`src/rtl/uart_cmd_rx_pkg.sv`:
```
// Shared constants for the UART command receiver: ASCII codes, channel limit, FSM encodings.
// Latency: n/a (constants and pure helper functions only).
// Backpressure: n/a.
package uart_cmd_rx_pkg;

    // Command bytes recognised by the parser
    localparam logic [7:0] ASCII_S  = 8'h53;
    localparam logic [7:0] ASCII_R  = 8'h52;
    localparam logic [7:0] ASCII_CR = 8'h0D;
    localparam logic [7:0] ASCII_LF = 8'h0A;
    localparam logic [7:0] ASCII_0  = 8'h30;
    localparam logic [7:0] ASCII_9  = 8'h39;

    // Highest selectable measurement channel (channels 0..12)
    localparam int MAX_CHANNEL = 12;

    // Width used for the two-digit value; 99 needs 7 bits, so no wrap can fake a legal channel
    localparam int VAL_W = 7;

    // Serial receiver states
    localparam logic [1:0] RX_IDLE  = 2'd0;
    localparam logic [1:0] RX_START = 2'd1;
    localparam logic [1:0] RX_DATA  = 2'd2;
    localparam logic [1:0] RX_STOP  = 2'd3;

    // Command parser states
    localparam logic [2:0] P_IDLE = 3'd0;
    localparam logic [2:0] P_D1   = 3'd1;
    localparam logic [2:0] P_D2   = 3'd2;
    localparam logic [2:0] P_CR   = 3'd3;
    localparam logic [2:0] P_RCR  = 3'd4;

    // True for ASCII '0'..'9'
    function automatic logic is_digit(input logic [7:0] b);
        return (b >= ASCII_0) && (b <= ASCII_9);
    endfunction

    // Numeric value of an ASCII digit (only meaningful when is_digit is true)
    function automatic logic [3:0] digit_val(input logic [7:0] b);
        return 4'(b - ASCII_0);
    endfunction

endpackage

```
`src/rtl/uart_rx.sv`:
```
// 8N1 UART receiver: 2-flop synchronizer, 16x oversampling baud tick, start/data/stop FSM.
// Latency: dout/dout_valid (or frame_err) issue at the middle of the stop bit.
// Backpressure: none; each frame produces exactly one single-cycle pulse that must be taken.
module uart_rx
    import uart_cmd_rx_pkg::*;
#(
    parameter int DBIT     = 8,
    parameter int SB_TICK  = 16,
    parameter int DVSR     = 212,
    parameter int DVSR_BIT = 9
) (
    input  logic            clk,
    input  logic            rst,
    input  logic            rx,
    output logic [DBIT-1:0] dout,
    output logic            dout_valid,
    output logic            frame_err
);

    // Bit counter must reach DBIT-1; tick counter must reach 15 and SB_TICK-1
    localparam int NW   = (DBIT > 1) ? $clog2(DBIT) : 1;
    localparam int SMAX = (SB_TICK > 16) ? (SB_TICK - 1) : 15;
    localparam int SW   = $clog2(SMAX + 1);

    logic [1:0]          sync_q;
    logic                rx_s;
    logic [DVSR_BIT-1:0] baud_cnt;
    logic                tick;
    logic [1:0]          state;
    logic [SW-1:0]       s;
    logic [NW-1:0]       n;
    logic [DBIT-1:0]     shreg;

    // Two-flop synchronizer; resets to the idle (high) line level so reset never looks like a start bit
    always_ff @(posedge clk or posedge rst) begin
        if (rst) begin
            sync_q <= 2'b11;
        end else begin
            sync_q <= {sync_q[0], rx};
        end
    end

    assign rx_s = sync_q[1];

    // Free-running baud divider: one-cycle tick every DVSR+1 clocks (16 ticks per bit)
    always_ff @(posedge clk or posedge rst) begin
        if (rst) begin
            baud_cnt <= '0;
        end else if (tick) begin
            baud_cnt <= '0;
        end else begin
            baud_cnt <= baud_cnt + DVSR_BIT'(1);
        end
    end

    assign tick = (baud_cnt == DVSR_BIT'(DVSR));

    // Frame FSM: confirm start at mid-bit (s=7), then sample every 16 ticks so each data bit and
    // the stop bit are taken at their centre; returning to IDLE at mid-stop lets a directly
    // following start edge be caught
    always_ff @(posedge clk or posedge rst) begin
        if (rst) begin
            state      <= RX_IDLE;
            s          <= '0;
            n          <= '0;
            shreg      <= '0;
            dout       <= '0;
            dout_valid <= 1'b0;
            frame_err  <= 1'b0;
        end else begin
            dout_valid <= 1'b0;
            frame_err  <= 1'b0;
            case (state)
                RX_IDLE: begin
                    if (!rx_s) begin
                        state <= RX_START;
                        s     <= '0;
                    end
                end
                RX_START: begin
                    if (tick) begin
                        if (s == SW'(7)) begin
                            if (!rx_s) begin
                                state <= RX_DATA;
                                s     <= '0;
                                n     <= '0;
                            end else begin
                                // Line went high again before mid-start: treat as a glitch
                                state <= RX_IDLE;
                            end
                        end else begin
                            s <= s + SW'(1);
                        end
                    end
                end
                RX_DATA: begin
                    if (tick) begin
                        if (s == SW'(15)) begin
                            s     <= '0;
                            shreg <= {rx_s, shreg[DBIT-1:1]};
                            if (n == NW'(DBIT - 1)) begin
                                state <= RX_STOP;
                            end else begin
                                n <= n + NW'(1);
                            end
                        end else begin
                            s <= s + SW'(1);
                        end
                    end
                end
                RX_STOP: begin
                    if (tick) begin
                        if (s == SW'(SB_TICK - 1)) begin
                            if (rx_s) begin
                                dout       <= shreg;
                                dout_valid <= 1'b1;
                            end else begin
                                // Stop bit low: report and keep the previous good byte
                                frame_err <= 1'b1;
                            end
                            state <= RX_IDLE;
                        end else begin
                            s <= s + SW'(1);
                        end
                    end
                end
                default: begin
                    state <= RX_IDLE;
                end
            endcase
        end
    end

endmodule

```
`src/rtl/uart_cmd_rx.sv`:
```
// UART command front end: receives bytes and decodes "Snn\r" channel select and "R\r" dump request.
// Latency: sel_valid/dump_req/cmd_err one clk after rx_byte_valid of the terminating byte.
// Backpressure: none; all outputs are single-cycle pulses that the consumer must take.
module uart_cmd_rx
    import uart_cmd_rx_pkg::*;
#(
    parameter int DBIT     = 8,
    parameter int SB_TICK  = 16,
    parameter int DVSR     = 212,
    parameter int DVSR_BIT = 9
) (
    input  logic       clk,
    input  logic       rst,
    input  logic       rx,
    output logic [7:0] rx_byte,
    output logic       rx_byte_valid,
    output logic       frame_err,
    output logic [3:0] sel_channel,
    output logic       sel_valid,
    output logic       dump_req,
    output logic       cmd_err
);

    logic [DBIT-1:0]  rx_data;
    logic [2:0]       p_state;
    logic [3:0]       tens;
    logic [3:0]       units;
    logic [VAL_W-1:0] value;

    uart_rx #(
        .DBIT     (DBIT),
        .SB_TICK  (SB_TICK),
        .DVSR     (DVSR),
        .DVSR_BIT (DVSR_BIT)
    ) u_rx (
        .clk        (clk),
        .rst        (rst),
        .rx         (rx),
        .dout       (rx_data),
        .dout_valid (rx_byte_valid),
        .frame_err  (frame_err)
    );

    assign rx_byte = 8'(rx_data);

    // Two-digit value computed wide so "13".."99" are rejected rather than aliasing into 0..15
    assign value = VAL_W'(tens) * VAL_W'(10) + VAL_W'(units);

    // Command parser: steps only on a received byte; any unexpected byte aborts to P_IDLE with
    // cmd_err (it is not re-parsed), a framing error aborts silently
    always_ff @(posedge clk or posedge rst) begin
        if (rst) begin
            p_state     <= P_IDLE;
            tens        <= '0;
            units       <= '0;
            sel_channel <= '0;
            sel_valid   <= 1'b0;
            dump_req    <= 1'b0;
            cmd_err     <= 1'b0;
        end else begin
            sel_valid <= 1'b0;
            dump_req  <= 1'b0;
            cmd_err   <= 1'b0;
            if (frame_err) begin
                p_state <= P_IDLE;
            end else if (rx_byte_valid) begin
                case (p_state)
                    P_IDLE: begin
                        if (rx_byte == ASCII_S) begin
                            p_state <= P_D1;
                        end else if (rx_byte == ASCII_R) begin
                            p_state <= P_RCR;
                        end else if ((rx_byte != ASCII_CR) && (rx_byte != ASCII_LF)) begin
                            cmd_err <= 1'b1;
                        end
                    end
                    P_D1: begin
                        if (is_digit(rx_byte)) begin
                            tens    <= digit_val(rx_byte);
                            p_state <= P_D2;
                        end else begin
                            cmd_err <= 1'b1;
                            p_state <= P_IDLE;
                        end
                    end
                    P_D2: begin
                        if (is_digit(rx_byte)) begin
                            units   <= digit_val(rx_byte);
                            p_state <= P_CR;
                        end else begin
                            cmd_err <= 1'b1;
                            p_state <= P_IDLE;
                        end
                    end
                    P_CR: begin
                        if (rx_byte == ASCII_CR) begin
                            if (value <= VAL_W'(MAX_CHANNEL)) begin
                                sel_channel <= value[3:0];
                                sel_valid   <= 1'b1;
                            end else begin
                                cmd_err <= 1'b1;
                            end
                        end else begin
                            cmd_err <= 1'b1;
                        end
                        p_state <= P_IDLE;
                    end
                    P_RCR: begin
                        if (rx_byte == ASCII_CR) begin
                            dump_req <= 1'b1;
                        end else begin
                            cmd_err <= 1'b1;
                        end
                        p_state <= P_IDLE;
                    end
                    default: begin
                        p_state <= P_IDLE;
                    end
                endcase
            end
        end
    end

endmodule
```
`config.mk`:
```
export PLATFORM = sky130hd
export DESIGN_NAME = uart_cmd_rx
export DESIGN_NICKNAME = d
export VERILOG_FILES = /design/src/rtl/uart_cmd_rx_pkg.sv /design/src/rtl/uart_rx.sv /design/src/rtl/uart_cmd_rx.sv
export SDC_FILE = /design/constraint.sdc
export NUM_CORES = 1
export LEC_CHECK = 0
export BUFFER_PORTS_ARGS = -buffer_cell sky130_fd_sc_hd__buf_2
export CAP_MARGIN = 15
export CORE_UTILIZATION = 55
export CTS_CLUSTER_DIAMETER = 40
export CTS_CLUSTER_SIZE = 16
export DETAILED_ROUTE_END_ITERATION = 16
export PLACE_DENSITY = 0.71
export SLEW_MARGIN = 15
export SYNTH_ARGS = -nofsm -noshare
export SYNTH_HDL_FRONTEND = slang
export SYNTH_SLANG_ARGS = --single-unit
```
`constraint.sdc`:
```
create_clock -name clk -period 7.11 [get_ports clk]
set_input_delay 0.3555 -clock clk [delete_from_list [all_inputs] [get_ports clk]]
set_output_delay 0.3555 -clock clk [all_outputs]
set_load 0.05 [all_outputs]
```
==> results.yml, run 1 <==
cells_and_area:
  seqCellArea_um2: 1400
  drive_above_1_share: 0.218
  nFillCells: 414
  instances_no_fill: 333
  final_common_cell: "dfrtp_1"
  syn2layout_area_growth_pct: 8.73
  final_cell_mix: "dfrtp_1, nor2_1, buf_2"
  layout.nets: 282
  multi_input_area_um2: 1320
  antenna_cells: 0
clock_tree:
  cts.path.max_buffers: 2
  clk-insertion-delay-late_ns: 0.31
  tritoncts: "yes"
  cts_buffers: 5
  path_clk_slew_ns: 0.11
  numClockSinks: 56
  cts_htree_levels: 2
  ctsResizeCount: 0
  holdBufCountCts: 0
  root_buffer: "clkbuf_8"
  post_cts_buffers: 0
timing:
  min_period_over_period: 0.356
  fmax_mhz: 395
  slew_violations: 0
  skew_ns: 0.0133
  fin_tns_setup_ns: 0
  setup_viol_count_final: 0
  hold_viol_final: 0
  timing.slew.headroom: 0.545
  tightest_slew_ns: 0.682
  layout_min_cycle_time_ns: 2.53
  rsz0062_at_grt: "false"
setup_path:
  crit_required_ns: 7.30
  crit_arrival_ns: 2.73
  start_kind: "flip-flop"
  path_max_fanout: 5
  path_class: "reg -> reg"
  worstPathCellList: "ha_1 -> ha_1 -> inv_1 -> fa_1 -> nor3_1 -> o221a_4 -> nand3b_4 -> mux2_4"
  path_common_cell: "ha_1"
  slowest_stage: "dfrtp_1"
  cp_top_family: "adder cells"
  cpPeakStageDelay_ns: 0.45
  end_kind: "flip-flop"
  cp_num_buf_inv: 1
logic_synthesis:
  synth_ff_type: "dfrtp_1"
  synth_seq_cells: 56
  synth.avg_cell_area_um2: 11.5
  ys_top_cells_by_area: "dfrtp_1, mux2_2, ha_1"
  synth_top_area_share: 0.481
  yosysUniqueCellTypes: 53
  syn_area_um2: 2810
  synth-async-reset-ratio: 1.00
  synth-edff-count: 0
  synth_nets: 262
  synth_seq_area_share: 0.500
  synth_top_cell_by_area: "dfrtp_1"
  yosys_warnings: 0
  synth_cells: 245
die:
  ios: 20
  coreArea_um2: 4820
  start_util: 0.583
  std_cell_rows: 25
  fp.dieArea_um2: 5390
  die_x_um: 73.5
  die_y_um: 73.5
status:
  outcome: "completed"
placed_design:
  portBuffers: 19
  placedCellCount: 325
  dpl.hpwl_um: 3530
  globalplace.congestion: 0.778
drt:
  drc: 0
  drtAntennaViolNets: 0
  num_vias: 1861
  routedWlPerCell_um: 14.6
  viasPerCell: 5.59
  routed_wl_um: 4850
  drt-initial-drc-count: 121
  dr.pass1.iters: 4
pwr:
  ir_worst_vdd_mv: 0.179
  p_leak_nw: 1.52
  p_per_area_nw_per_um2: 164
global_route:
  grt_pass1_wl_um: 8440
  antenna_found_initial: 0
  overflow: 0
  grtUsageTotal: 0.206
  use_met3: 0.0425
  grt_max_degree: 57
  first_global_vias: 1799
  grt_use_met1: 0.295
  grt_busiest_layer: "met2"
  groute.layer.met2.usage: 0.320
min_path:
  hold_path.class: "in -> reg"
flow_run:
  max-cap-violations: 0
[worst reg2reg max path, stage by stage (launching register included)]
cell and delay (ns):
dfrtp_1 0.45, ha_1 0.32, ha_1 0.19, inv_1 0.06, fa_1 0.45, nor3_1 0.26
o221a_4 0.25, nand3b_4 0.12, mux2_4 0.32
[stage by stage]
stage	hold WS [ns]	instance area (um2)	util	setup slack, ns	total power [mW]
after floorplan	0.345	2810	-	4.71	0.331
after global placement	0.346	2960	0.615	4.67	0.334
after detailed placement	0.362	2960	0.615	4.58	0.334
after CTS	0.141	3050	0.634	4.55	0.506
after global routing	0.129	3050	0.634	4.37	0.517
final	0.150	3050	0.634	4.58	0.500
[area by class of cell]
| type | instances | area share |
|---|---|---|
| multi-input combinational | 167 | 0.432 |
| sequential | 56 | 0.460 |
| tap | 67 | 0.0275 |
| timing repair buffer | 20 | 0.0336 |
| inverter | 15 | 0.0184 |
| clock buffer | 6 | 0.0238 |
| clock inverter | 2 | 0.00533 |
[layer usage]
metal,vias up,wire length [um]
met3,5,126
met4,0,58
met1,917,2440
li1,914,-
met2,25,2220
met5,-,0
[synth_stat cells, types with 5 or more instances]
| master | n |
|---|---|
| dfrtp_1 | 54 |
| nor2_1 | 20 |
| mux2_2 | 18 |
| inv_1 | 15 |
| nand2_1 | 13 |
| ha_1 | 12 |
| nand3_1 | 7 |
| o21ai_0 | 7 |
| xor2_1 | 7 |
| nand4_1 | 6 |
| mux2_1 | 5 |
| o21ai_1 | 5 |
| xnor2_1 | 5 |
[cell families (layout without fill, tap and decap cells)]
family | count (synthesis) | in the layout | synth area share
XOR/XNOR | 12 | 12 | 0.0374
buffers and inverters | 22 | 43 | 0.0307
AO/OA/AOI/OAI | 38 | 38 | 0.0949
AND/OR/NAND/NOR | 75 | 75 | 0.154
adder cells (fa/ha/maj) | 14 | 14 | 0.0677
multiplexers | 28 | 28 | 0.115
flip-flops | 56 | 56 | 0.500
[final timing paths]
path	start	end	slack, ns	depth (start not counted)
min reg2reg	u_rx.sync_q[0]	u_rx.sync_q[1]	0.37	0
min in group asynchronous	rst	u_rx.dout[2]	0.21	3
max in group asynchronous	rst	sel_channel[3]	6.44	3
max	tens[1]	sel_channel[1]	4.58	8
max reg2reg	tens[1]	sel_channel[1]	4.58	8
min	rx	u_rx.sync_q[0]	0.15	1
[flip-flops by register name, summed over array words and instances, names as in the netlist, named ones only]
register	count
u_rx.baud_cnt	9
u_rx.dout	8
u_rx.shreg	8
sel_channel	4
tens	4
u_rx.s	4
units	4
p_state	3
u_rx.n	3
u_rx.sync_q	2
cmd_err	1
dump_req	1
sel_valid	1
u_rx.dout_valid	1
u_rx.frame_err	1
u_rx.state	1
[report_power, final]
part           leakage, nW  switching, mW  internal (mW)
sequential           0.756       0.000819          0.319
combinational        0.722        0.00645       0.000970
clock               0.0414          0.102         0.0703
total                 1.52          0.109          0.391
(Power assumes the default switching activity.)
==> run 2, diff against run 1 <==
--- a/config.mk
+++ b/config.mk
@@ -5,6 +5,7 @@
 export SDC_FILE = /design/constraint.sdc
 export NUM_CORES = 1
 export LEC_CHECK = 0
+export ABC_AREA = 1
 export BUFFER_PORTS_ARGS = -buffer_cell sky130_fd_sc_hd__buf_2
 export CAP_MARGIN = 15
 export CORE_UTILIZATION = 55
==> constraint.sdc (replaced) <==
create_clock -name clk -period 2.55 [get_ports clk]
set_input_delay 0.1275 -clock clk [delete_from_list [all_inputs] [get_ports clk]]
set_output_delay 0.1275 -clock clk [all_outputs]
set_load 0.05 [all_outputs]
==> results.yml, run 2 <==
flow_run:
  max-cap-violations: 0
drt:
  routed_wl_um: 4980
  routedWlPerCell_um: 10.9
  dr.pass1.iters: 4
  viasPerCell: 4.92
  drt-initial-drc-count: 113
  drtAntennaViolNets: 0
  num_vias: 2239
  drc: 0
clock_tree:
  numClockSinks: 56
  cts_htree_levels: 2
  root_buffer: "clkbuf_8"
  cts.path.max_buffers: 2
  clk-insertion-delay-late_ns: 0.31
  path_clk_slew_ns: 0.10
  tritoncts: "yes"
  ctsResizeCount: 0
  cts_buffers: 5
logic_synthesis:
  post-synth-top-count-cell: "nand2_1"
  synth_ff_type: "dfrtp_1"
  synth_seq_area_share: 0.472
  synth_seq_cells: 56
  synth_commonest_cells: "nand2_1, dfrtp_1, inv_1"
  yosysUniqueCellTypes: 34
  synth-async-reset-ratio: 1.00
  syn_area_um2: 2980
  synth_top_area_share: 0.454
  yosys_warnings: 0
  synth_nets: 374
  synth-edff-count: 0
  synth.avg_cell_area_um2: 8.34
  synth_top_cell_by_area: "dfrtp_1"
  ys_top_cells_by_area: "dfrtp_1, nand2_1, inv_1"
  synth_cells: 357
global_route:
  grt_max_degree: 32
  overflow: 0
  grt_use_met1: 0.283
  grt_pass1_wl_um: 8550
  grt_busiest_layer: "met2"
  grtUsageTotal: 0.198
  antenna_found_initial: 0
  groute.layer.met2.usage: 0.311
  first_global_vias: 1972
  use_met3: 0.0410
timing:
  fin_tns_setup_ns: 0
  timing.slew.headroom: 0.575
  slew_violations: 0
  rsz0062_at_grt: "false"
  skew_ns: 0.00635
  hold_viol_final: 0
  fmax_mhz: 445
  layout_min_cycle_time_ns: 2.25
  setup_viol_count_final: 0
  tightest_slew_ns: 0.636
  min_period_over_period: 0.882
die:
  die_y_um: 75.6
  std_cell_rows: 26
  fp.dieArea_um2: 5710
  ios: 20
  coreArea_um2: 5170
  die_x_um: 75.6
  start_util: 0.575
cells_and_area:
  largest_register_ffs: 9
  largest-register: "u_rx.baud_cnt"
  reg_top3: "u_rx.baud_cnt (9), u_rx.dout (8), u_rx.shreg (8)"
  final_cell_mix: "nand2_1, dfrtp_1, inv_1"
  drive_above_1_share: 0.166
  antenna_cells: 0
  layout.nets: 401
  instances_no_fill: 455
  syn2layout_area_growth_pct: 10.3
  final_common_cell: "nand2_1"
setup_path:
  r2r_end: "sel_channel[1]"
  end_kind: "flip-flop"
  cpPeakStageDelay_ns: 0.45
  slowest_stage: "dfrtp_1"
  r2r_start: "tens[1]"
  crit_required_ns: 2.76
  cp_top_family: "adder cells"
  ff2ff_setup_slack_ns: 0.30
  worstPathCellList: "ha_1 -> ha_1 -> inv_1 -> fa_1 -> inv_1 -> nor2_1 -> o21ai_0 -> nor2_1 -> nand3_2 -> clkinv_2 -> nand2_1 -> nand2_1"
  crit_arrival_ns: 2.46
  cp_num_buf_inv: 3
  rr_worst_depth: 12
  path_max_fanout: 6
  start_kind: "flip-flop"
  path_class: "reg -> reg"
min_path:
  min_from: "u_rx.sync_q[0]"
  min_path_cells: 0
  hold_path.class: "reg -> reg"
  holdPathEnd: "u_rx.sync_q[1]"
status:
  outcome: "completed"
placed_design:
  globalplace.congestion: 0.837
  placedCellCount: 445
  portBuffers: 19
  dpl.hpwl_um: 3860
pwr:
  p_leak_nw: 1.69
  ir_worst_vdd_mv: 0.299
  p_per_area_nw_per_um2: 459
==> run 2: how the worst max path moves through the flow <==
| stage | start | endpoint | slack, ns | cells past startpoint |
|---|---|---|---|---|
| 3_3_place_gp | tens[1] | sel_channel[1] | 0.38 | 12 |
| 5_1_grt | tens[1] | sel_channel[1] | 0.11 | 12 |
| 6_report | tens[1] | sel_channel[1] | 0.30 | 12 |
| 4_1_cts | tens[1] | sel_channel[1] | 0.28 | 12 |
| 3_5_place_dp | tens[1] | sel_channel[1] | 0.29 | 12 |
| 2_1_floorplan | tens[1] | sel_channel[1] | 0.45 | 12 |
==> run 2: repair_timing <==
item                      4_1_cts  5_1_grt
hold endpoints to repair       30        0
hold buffers                    2        0
setup buffers                   0        0
==> run 2: area by class of cell <==
type | instances | area (um2)
well taps | 70 | 87.6
repair buffers | 23 | 130
flip-flops and latches | 56 | 1400
clock buffers | 5 | 68.8
multi-input cells | 249 | 1360
inverters | 49 | 189
fillers | 449 | 1890
clock inverters | 3 | 47.5
==> run 2: power by group <==
group	switching [mW]	internal (mW)	total [mW]
Combinational	0.0190	0.00591	0.0249
Clock	0.296	0.296	0.592
Sequential	0.00153	0.890	0.892
Total	0.316	1.19	1.51
==> run 2: cells by family (layout without fill, tap and decap cells) <==
group,count (synthesis),in the layout,share of synthesized area
AOI/OAI and AO/OA,46,46,0.102
adders and majority gates,14,14,0.0639
xor gates and xnor gates,5,5,0.0147
DFF,56,56,0.472
and+or+nand+nor,184,184,0.275
buffers and inverters,52,80,0.0723
==> run 2: per-layer routing <==
metal | part of all wire | up-vias
met4 | 0.010 | 0
met1 | 0.52 | 1016
met5 | 0 | -
li1 | - | 1194
met3 | 0.019 | 6
met2 | 0.45 | 23
==> run 2: per-stage QoR <==
| step | util | setup slack [ns] | area (um2) | hold slack, ns | total power [mW] |
|---|---|---|---|---|---|
| 2_1_floorplan | - | 0.454 | 2980 | 0.132 | 0.923 |
| 3_3_place_gp | 0.609 | 0.381 | 3150 | 0.234 | 0.934 |
| 3_5_place_dp | 0.609 | 0.292 | 3150 | 0.234 | 0.934 |
| 4_1_cts | 0.635 | 0.284 | 3280 | 0.364 | 1.53 |
| 5_1_grt | 0.635 | 0.106 | 3280 | 0.370 | 1.55 |
| 6_report | 0.635 | 0.301 | 3280 | 0.362 | 1.51 |
==> run 3, diff against run 2 <==
--- a/config.mk
+++ b/config.mk
@@ -12,8 +12,9 @@
 export CTS_CLUSTER_DIAMETER = 40
 export CTS_CLUSTER_SIZE = 16
 export DETAILED_ROUTE_END_ITERATION = 16
-export PLACE_DENSITY = 0.71
+export PLACE_DENSITY = 0.7
 export SLEW_MARGIN = 15
 export SYNTH_ARGS = -nofsm -noshare
 export SYNTH_HDL_FRONTEND = slang
+export SYNTH_HIERARCHICAL = 1
 export SYNTH_SLANG_ARGS = --single-unit
==> results.yml, run 3 <==
status:
  outcome: "completed"
cells_and_area:
  multi_input_area_um2: 1430
  layout.nets: 423
  nFillCells: 523
  final_cell_mix: "nand2_1, inv_1, dfrtp_1"
  drive_above_1_share: 0.186
  seqCellArea_um2: 1400
  reg_top3: "u_rx/baud_cnt (9), u_rx/dout (8), u_rx/shreg (8)"
  largest_register_ffs: 9
  antenna_cells: 0
  syn2layout_area_growth_pct: 8.77
  largest-register: "u_rx/baud_cnt"
  final_common_cell: "nand2_1"
timing:
  setup_viol_count_final: 0
  layout_min_cycle_time_ns: 2.22
  skew_ns: 0.0116
  rsz0062_at_grt: "false"
  hold_viol_final: 0
  timing.slew.headroom: 0.557
  slew_violations: 0
  tightest_slew_ns: 0.664
  fmax_mhz: 451
  min_period_over_period: 0.869
  fin_tns_setup_ns: 0
pwr:
  p_per_area_nw_per_um2: 413
  ir_worst_vdd_mv: 0.306
  p_leak_nw: 1.75
  p_total_mw: 1.40
clock_tree:
  tritoncts: "yes"
  cts_htree_levels: 2
  clk-insertion-delay-late_ns: 0.30
  post_cts_buffers: 0
  cts_buffers: 5
  path_clk_slew_ns: 0.08
  numClockSinks: 56
  cts.path.max_buffers: 2
  ctsResizeCount: 0
  root_buffer: "clkbuf_8"
logic_synthesis:
  yosysUniqueCellTypes: 34
  synth-edff-count: 0
  syn_area_um2: 3110
  synth_cells: 381
  synth_seq_area_share: 0.452
  yosys_warnings: 6
  synth-async-reset-ratio: 1.00
  synth_top_cell_by_area: "dfrtp_1"
  post-synth-top-count-cell: "nand2_1"
  synth_top_area_share: 0.435
  synth_seq_cells: 56
  ys_top_cells_by_area: "dfrtp_1, nand2_1, inv_1"
  synth_commonest_cells: "nand2_1, inv_1, dfrtp_1"
  synth_nets: 397
  synth_ff_type: "dfrtp_1"
  synth.avg_cell_area_um2: 8.16
die:
  fp.dieArea_um2: 5960
  die_y_um: 77.2
  std_cell_rows: 27
  ios: 20
  coreArea_um2: 5470
  die_x_um: 77.2
  start_util: 0.568
setup_path:
  start_kind: "flip-flop"
  path_max_fanout: 7
  crit_required_ns: 2.74
  crit_arrival_ns: 2.41
  cpPeakStageDelay_ns: 0.54
  end_kind: "flip-flop"
  slowest_stage: "fa_1"
  cp_top_family: "adder cells"
  worstPathCellList: "ha_1 -> ha_1 -> inv_1 -> fa_1 -> nand2_1 -> nand3_1 -> nand3_2 -> nor2_4 -> nand3_4 -> nand2_1 -> o21ai_1"
  r2r_start: "tens[1]"
  path_class: "reg -> reg"
  cp_num_buf_inv: 1
  cp-startpoint: "tens[1]"
drt:
  drtAntennaViolNets: 0
  num_vias: 2398
  routedWlPerCell_um: 11.1
  drc: 0
  viasPerCell: 5.00
  dr.pass1.iters: 4
  drt-initial-drc-count: 74
  routed_wl_um: 5330
placed_design:
  globalplace.congestion: 0.881
  portBuffers: 19
  dpl.hpwl_um: 4170
flow_run:
  max-cap-violations: 0
global_route:
  first_global_vias: 2325
  antenna_found_initial: 0
  grt_max_degree: 24
  grt_pass1_wl_um: 9670
  overflow: 0
  grtUsageTotal: 0.201
min_path:
  hold_path.class: "reg -> reg"
  min_from: "u_rx/sync_q[0]"
==> run 3: cells by family after synthesis <==
logic type / share of synthesized area
adder cells (fa/ha/maj): 0.0571
flip-flops: 0.452
XOR/XNOR: 0.00282
buffers and inverters: 0.0881
AO/OA/AOI/OAI: 0.109
AND/OR/NAND/NOR: 0.291
==> run 3: worst paths after layout <==
kind,slack (ns),endpoint,depth (start not counted)
worst min register to register,0.36,u_rx/sync_q[1],0
worst min-delay path,0.36,u_rx/sync_q[1],0
worst max register to register,0.33,sel_channel[2],11
max in group asynchronous,1.38,u_rx/shreg[3],4
worst max-delay path,0.33,sel_channel[2],11
min in group asynchronous,0.46,u_rx/baud_cnt[5],3
==> run 3: area by class of cell <==
| type | count | area share |
|---|---|---|
| Timing Repair Buffer | 22 | 0.0363 |
| Sequential cell | 56 | 0.415 |
| Clock buffer | 8 | 0.0266 |
| Inverter | 63 | 0.0721 |
| Tap cell | 72 | 0.0266 |
| Multi-Input combinational cell | 259 | 0.423 |
==> run 3: layer usage <==
layer	vias up	GRT usage	share of wire
met4	0	0.0585	0.013
met3	8	0.0321	0.023
met1	1092	0.239	0.46
li1	1263	-	-
met2	35	0.368	0.50
met5	-	0	0
==> run 3: metrics by stage <==
step,util,instance area [um2],hold WS [ns],setup slack (ns),cells
2_1_floorplan,-,3110,0.0661,0.442,381
3_3_place_gp,0.598,3270,0.232,0.391,470
3_5_place_dp,0.598,3270,0.235,0.324,470
4_1_cts,0.618,3380,0.361,0.310,480
5_1_grt,0.618,3380,0.368,0.173,480
6_report,0.618,3380,0.358,0.335,480
==> run 3: what timing repair did <==
action / in CTS / in global routing
endpoints found under the setup margin: 0 / 0
hold buffers: 2 / 0
hold endpoints to repair: 32 / 0
==> run 3: power by group <==
group          total (mW)  leakage, nW  internal [mW]  switching [mW]
logic              0.0231        0.948        0.00460          0.0185
clock network       0.481       0.0455          0.222           0.259
registers           0.892        0.756          0.890         0.00230
total                1.40         1.75           1.12           0.280
